===== src/rtl/choose_ref_node_control_pkg.sv =====
// Shared stage-4 definitions: the choose-ref-node FSM state encoding and
// the default prompt auto-advance interval.
package choose_ref_node_control_pkg;

   // 3-bit state encoding; IDLE must stay at zero so reset lands there.
   typedef enum logic [2:0] {
      ST_IDLE    = 3'd0,
      ST_RST     = 3'd1,
      ST_CHOOSE  = 3'd2,
      ST_REFNODE = 3'd3,
      ST_LOAD    = 3'd4,
      ST_JUDGE   = 3'd5,
      ST_INVALID = 3'd6,
      ST_DONE    = 3'd7
   } state_t;

   // Prompt auto-advance interval: 1 s at 50 MHz.
   localparam int DEFAULT_HOLD_CYCLES = 50_000_000;

endpackage


===== src/rtl/choose_ref_node_control_key_edge_detect.sv =====
// key_edge_detect: registers the (already synchronised) continue key and
// produces a one-cycle press pulse on its rising edge. Shared by the stage
// controllers.
module key_edge_detect (
   input  logic clk,
   input  logic reset,
   input  logic key_next,
   output logic press
);

   logic key_q;

   // Previous key level; updated every cycle so a held key never repeats.
   always_ff @(posedge clk) begin
      if (reset) begin
         key_q <= 1'b0;
      end else begin
         key_q <= key_next;
      end
   end

   assign press = key_next & ~key_q;

endmodule


===== src/rtl/choose_ref_node_control.sv =====
// choose_ref_node_control: stage-4 control FSM for choosing the reference
// (ground) node. Drives the datapath through go_*/ld_* lines and reports
// completion on stage_done.
// Optional feature: define CHOOSE_REF_AUTO_ADVANCE_EN to let the CHOOSE and
// Ground prompts advance by themselves after HOLD_CYCLES idle-key cycles.
module choose_ref_node_control
   import choose_ref_node_control_pkg::*;
#(
   parameter int HOLD_CYCLES = DEFAULT_HOLD_CYCLES
) (
   input  logic clk,
   input  logic reset,
   input  logic start,
   input  logic key_next,
   input  logic data_reset_done,
   input  logic done_judge,
   input  logic node_index_valid,
   output logic go_reset_data,
   output logic go_display_choose,
   output logic go_display_refnode,
   output logic ld_node_index,
   output logic go_judge_valid,
   output logic go_display_invalid,
   output logic stage_done
);

   state_t state_reg;
   state_t state_next;
   logic   press;
   logic   hold_expired;
   logic   auto_advance;

   key_edge_detect u_key_edge_detect (
      .clk      (clk),
      .reset    (reset),
      .key_next (key_next),
      .press    (press)
   );

   // HOLD_CYCLES below 2 would let a prompt vanish on its entry cycle.
   if (HOLD_CYCLES < 2) begin : g_hold_cycles_too_small
   end

`ifdef CHOOSE_REF_AUTO_ADVANCE_EN
   localparam int CW = (HOLD_CYCLES > 2) ? $clog2(HOLD_CYCLES) : 1;
   localparam logic [CW-1:0] HOLD_LAST = CW'(HOLD_CYCLES - 1);

   logic [CW-1:0] hold_cnt;

   // Prompt dwell counter: runs in CHOOSE/REFNODE, saturates at the last
   // count while the key is held, and restarts on every state change.
   always_ff @(posedge clk) begin
      if (reset) begin
         hold_cnt <= '0;
      end else if (state_next != state_reg) begin
         hold_cnt <= '0;
      end else if ((state_reg == ST_CHOOSE || state_reg == ST_REFNODE) &&
                   (hold_cnt != HOLD_LAST)) begin
         hold_cnt <= hold_cnt + 1'b1;
      end
   end

   assign hold_expired = (hold_cnt == HOLD_LAST);
`else
   assign hold_expired = 1'b0;
`endif

   // A held key blocks auto-advance until it is released.
   assign auto_advance = hold_expired & ~key_next;

   // Next-state selection; start only matters in IDLE/DONE, press only in
   // the prompt and entry states.
   always_comb begin
      state_next = state_reg;
      unique case (state_reg)
         ST_IDLE:    if (start) state_next = ST_RST;
         ST_RST:     if (data_reset_done) state_next = ST_CHOOSE;
         ST_CHOOSE:  if (press | auto_advance) state_next = ST_REFNODE;
         ST_REFNODE: if (press | auto_advance) state_next = ST_LOAD;
         ST_LOAD:    if (press) state_next = ST_JUDGE;
         ST_JUDGE: begin
            if (done_judge) begin
               state_next = node_index_valid ? ST_DONE : ST_INVALID;
            end
         end
         ST_INVALID: if (press) state_next = ST_LOAD;
         ST_DONE:    if (start) state_next = ST_RST;
         default:    state_next = ST_IDLE;
      endcase
   end

   // State register plus registered Moore outputs decoded from the state
   // being entered, so each line is high exactly while in its state.
   always_ff @(posedge clk) begin
      if (reset) begin
         state_reg          <= ST_IDLE;
         go_reset_data      <= 1'b0;
         go_display_choose  <= 1'b0;
         go_display_refnode <= 1'b0;
         ld_node_index      <= 1'b0;
         go_judge_valid     <= 1'b0;
         go_display_invalid <= 1'b0;
         stage_done         <= 1'b0;
      end else begin
         state_reg          <= state_next;
         go_reset_data      <= (state_next == ST_RST);
         go_display_choose  <= (state_next == ST_CHOOSE);
         go_display_refnode <= (state_next == ST_REFNODE);
         ld_node_index      <= (state_next == ST_LOAD);
         go_judge_valid     <= (state_next == ST_JUDGE);
         go_display_invalid <= (state_next == ST_INVALID);
         stage_done         <= (state_next == ST_DONE);
      end
   end

endmodule


===== config.mk =====
export PLATFORM = sky130hd
export DESIGN_NAME = choose_ref_node_control
export DESIGN_NICKNAME = d
export VERILOG_FILES = /design/src/rtl/choose_ref_node_control_pkg.sv /design/src/rtl/choose_ref_node_control_key_edge_detect.sv /design/src/rtl/choose_ref_node_control.sv
export SDC_FILE = /design/constraint.sdc
export NUM_CORES = 1
export LEC_CHECK = 0
export CORE_AREA = 2 2 39 41
export DETAILED_ROUTE_END_ITERATION = 6
export DIE_AREA = 0 0 41 43
export GPL_ROUTABILITY_DRIVEN = 0
export PLACE_DENSITY_LB_ADDON = 0.12
export SLEW_MARGIN = 15
export SYNTH_ARGS = -nofsm -noshare
export SYNTH_HDL_FRONTEND = slang
export SYNTH_SLANG_ARGS = --single-unit

===== constraint.sdc =====
create_clock -name clk -period 2.3 [get_ports clk]
set_input_delay 0.46 -clock clk [delete_from_list [all_inputs] [get_ports clk]]
set_output_delay 0.46 -clock clk [all_outputs]
set_load 0.005 [all_outputs]

==> results.txt <==
----------------------------------------------------
[Power]
  Largest vdd supply drop ... 309.8 uV
  Post-route total power ... 473.2 uW
  Leakage power summed over all cells ... 0.2717 nW
  Power Density ... 720.3 nW/um2

[Setup path]
  Critical path arrival ... 2.14 ns
  Largest fanout of any net on the critical path ... 6
  Startpoint class of the critical path ... input port
  CP required ... 2.45 ns
  Category of the critical setup timing path ... input port to register
  Kind of end point of the critical path ... register

[Route]
  Vias ... 407
  Vias per cell ... approximately 5.0
  Highest routing layer actually used ... met4
  Final wirelength ... between 800 and 900 um
  Remaining antenna violation count after routing ... 0
  Met3 routed wirelength ... 49 um
  Iteration count of the initial detailed-routing pass ... 3
  Met1 layer wirelength in the final routing ... between 400 and 500 um
  Final routed DRC violation total ... 0
  Met2 Wirelength ... about 390 um
  Count of routing violations after the opening detailed-route iteration ... 9
  Average wire per cell in the routed design ... 10.57 um

[Yosys]
  Mapped Cells ... 50
  Number of distinct standard cells referenced by the synthesized netlist ... 27
  Yosys warns ... 0
  Flip-flop and latch count after synthesis ... 11
  Mean cell area of the mapped netlist ... 9.859 um2
  Share of synthesized area occupied by flip-flops and latches ... roughly 45%
  Mapped cell area ... 493.0 um2
  Syn_nets ... 57

[Die]
  DIE HEIGHT ... between 40 and 50 um
  Top-Level Pins ... 14
  Die Area ... 1763 um2
  Area of the core ... ~1400 um2
  Overall die width ... approximately 41 um
  Number of placement rows ... 14
  Initial cell density of the core ... 35.62%

[CTS]
  Buffer levels on the longest clock path ... 2
  Count of instances resized after the clock tree is built ... 0
  Clk_lat worst skew ... approximately 0.26 ns
  Clock Sinks ... 11
  Count of hold buffers inserted by post-cts repair ... 0
  CTS tree ... built
  CTS Root Buffer Type ... sky130_fd_sc_hd__clkbuf_4
  Clock-pin slew of the registers on the worst-case setup and hold paths ... 0.06 ns
  TritonCTS buffer count ... 3
  Number of buffers inserted by post-CTS setup repair ... 0
  CTS H-tree depth ... 1

[Global route]
  Wire length of the first global-routing pass ... about 1500 um
  Vias in the first global route ... 342
  Initial antenna violation count ... 0
  GRT Resource Usage Total ... between 10 and 15%
  Maximum number of pins on one net before global-route repair ... 11
  Global-route congestion overflow total ... 0

[Run status]
  Status ... completed

[Timing]
  Transition time at the pin with the least slew margin ... 0.3071 ns
  Hold slack final ... 0.7414 ns
  Max-slew violation total from the final report ... 0
  Max-slew headroom at the worst pin ... 79.50%
  Final worst-path setup slack ... 0.3146 ns
  Worst clock skew ... 0.0004572 ns
  Fraction of the cycle the final worst path needs ... 86.32%
  Final setup violation count ... 0
  Maximum frequency from static timing analysis ... between 500 and 600 MHz
  Setup repair after global routing missed its margin ... false
  Min cycle time layout ... 1.985 ns
  Setup TNS ... 0 ns
  Final Hold Vio Count ... 0

[Final layout]
  Flip-flop count of the largest register after layout ... 3
  Footprint of the flip-flops and latches ... 220.2 um2
  Final non-filler cell total ... 82
  Ratio of cells with drive above 1 in the final layout ... around 15%
  Area taken by multi-input logic gates ... roughly 230 um2
  Layout overhead on the synthesized area ... 33.25%
  Final Instance Area ... 656.9 um2
  Post-layout net count ... 74
  ANT cells ... 0
  Fill cell count ... around 150
  Share of the core filled with cells ... between 40% and 50%

[Placed design]
  Post-placement cell count ... 78
  Area after detailed placement ... 630.6 um2
  Input/output buffers ... 13
  Estimated wirelength of the detail-placed design ... around 650 um
  Post-Place Setup Slack ... 0.04798 ns

[Hold path]
  Type of the tightest min-delay check ... register to register

[Flow run]
  Maximum Capacitance Violations ... 0

----------------------------------------------------
-- final cells by class --
| cell class | count | area share [%] |
|---|---|---|
| flip-flops and latches | 11 | 33.52 |
| repair buffers | 15 | 22.10 |
| inverters | 4 | 2.286 |
| multi-input cells | 32 | 35.05 |
| clock buffers | 4 | 4.000 |
| well taps | 16 | 3.048 |
-- cell usage after synthesis, drive strengths merged --
cell / count / share of area (%)
or3b: 1 / 1.8
o22ai: 1 / 1.3
inv: 4 / 3.0
o21ai: 1 / 1.0
nor3b: 3 / 5.6
nor3: 2 / 3.0
nor4b: 1 / 3.0
nor2: 4 / 3.0
o211a: 1 / 2.0
nand2: 3 / 2.3
a21oi: 1 / 1.0
and3: 1 / 1.3
or4: 1 / 1.5
a31oi: 1 / 1.3
nor4: 2 / 2.5
or2: 2 / 2.5
buf: 3 / 5.6
and4b: 1 / 2.0
o21a: 1 / 1.5
o2111a: 1 / 2.3
dfxtp: 11 / 45
o31ai: 1 / 1.5
nor4bb: 3 / 6.1
-- cell families (layout without fill, tap and decap cells) --
kind of cell           count (synthesis)  in the layout  share of synthesized area, %
AND/OR/NAND/NOR                       24             24                         34.77
flip-flops                            11             11                         44.67
AO/OA/AOI/OAI                          8              8                         11.93
buffers and inverters                  7             23                         8.627
-- worst paths after layout --
check / start / endpoint / slack [ns] / cells past startpoint
setup / recovery: key_next / go_reset_data$_SDFF_PP0_ / 0.31 / 5
hold reg to reg: state_reg[0]$_SDFF_PP0_ / ld_node_index$_SDFF_PP0_ / 0.74 / 4
hold / removal: state_reg[0]$_SDFF_PP0_ / ld_node_index$_SDFF_PP0_ / 0.74 / 4
setup reg to reg: state_reg[1]$_SDFF_PP0_ / go_reset_data$_SDFF_PP0_ / 0.56 / 4
-- per-layer routing --
layer / up-vias / track usage, %
met3: 2 / 4.712
met4: 0 / 8.000
met1: 184 / 18.75
met5: - / 0
li1: 212 / -
met2: 9 / 14.37
-- cells in the final DEF, fill, tap and decap left out --
cell and n:
sky130_fd_sc_hd__clkdlybuf4s50_1 13, sky130_fd_sc_hd__dfxtp_1 11, sky130_fd_sc_hd__inv_1 4, sky130_fd_sc_hd__nor2_1 4, sky130_fd_sc_hd__nor4bb_1 3, sky130_fd_sc_hd__nand2_1 3, sky130_fd_sc_hd__clkbuf_4 3, sky130_fd_sc_hd__nor3b_1 2
sky130_fd_sc_hd__nor4_1 2, sky130_fd_sc_hd__buf_4 2, sky130_fd_sc_hd__o31ai_1 1, sky130_fd_sc_hd__o21ai_0 1, sky130_fd_sc_hd__a31oi_1 1, sky130_fd_sc_hd__and4b_1 1, sky130_fd_sc_hd__o22ai_1 1, sky130_fd_sc_hd__or2_2 1
sky130_fd_sc_hd__or3b_2 1, sky130_fd_sc_hd__a21oi_1 1, sky130_fd_sc_hd__nor4b_2 1, sky130_fd_sc_hd__or4_1 1, sky130_fd_sc_hd__or2_1 1, sky130_fd_sc_hd__nor3_1 1, sky130_fd_sc_hd__and3_1 1, sky130_fd_sc_hd__o21a_1 1
sky130_fd_sc_hd__o2111a_1 1, sky130_fd_sc_hd__nor3_2 1, sky130_fd_sc_hd__nor3b_2 1, sky130_fd_sc_hd__o211a_1 1, sky130_fd_sc_hd__clkbuf_1 1
-- worst max-delay path: stages --
cell and delay, ns:
sky130_fd_sc_hd__clkdlybuf4s50_1 0.47, sky130_fd_sc_hd__nor4bb_1 0.17, sky130_fd_sc_hd__or4_1 0.54, sky130_fd_sc_hd__or2_1 0.32, sky130_fd_sc_hd__o2111a_1 0.18
-- report_power, final --
part | total [mW] | internal, mW | switching, mW
registers | 0.228 | 0.209 | 0.0189
logic | 0.120 | 0.0673 | 0.0528
clock network | 0.125 | 0.0670 | 0.0580
total | 0.473 | 0.343 | 0.130
(Power assumes the default switching activity.)
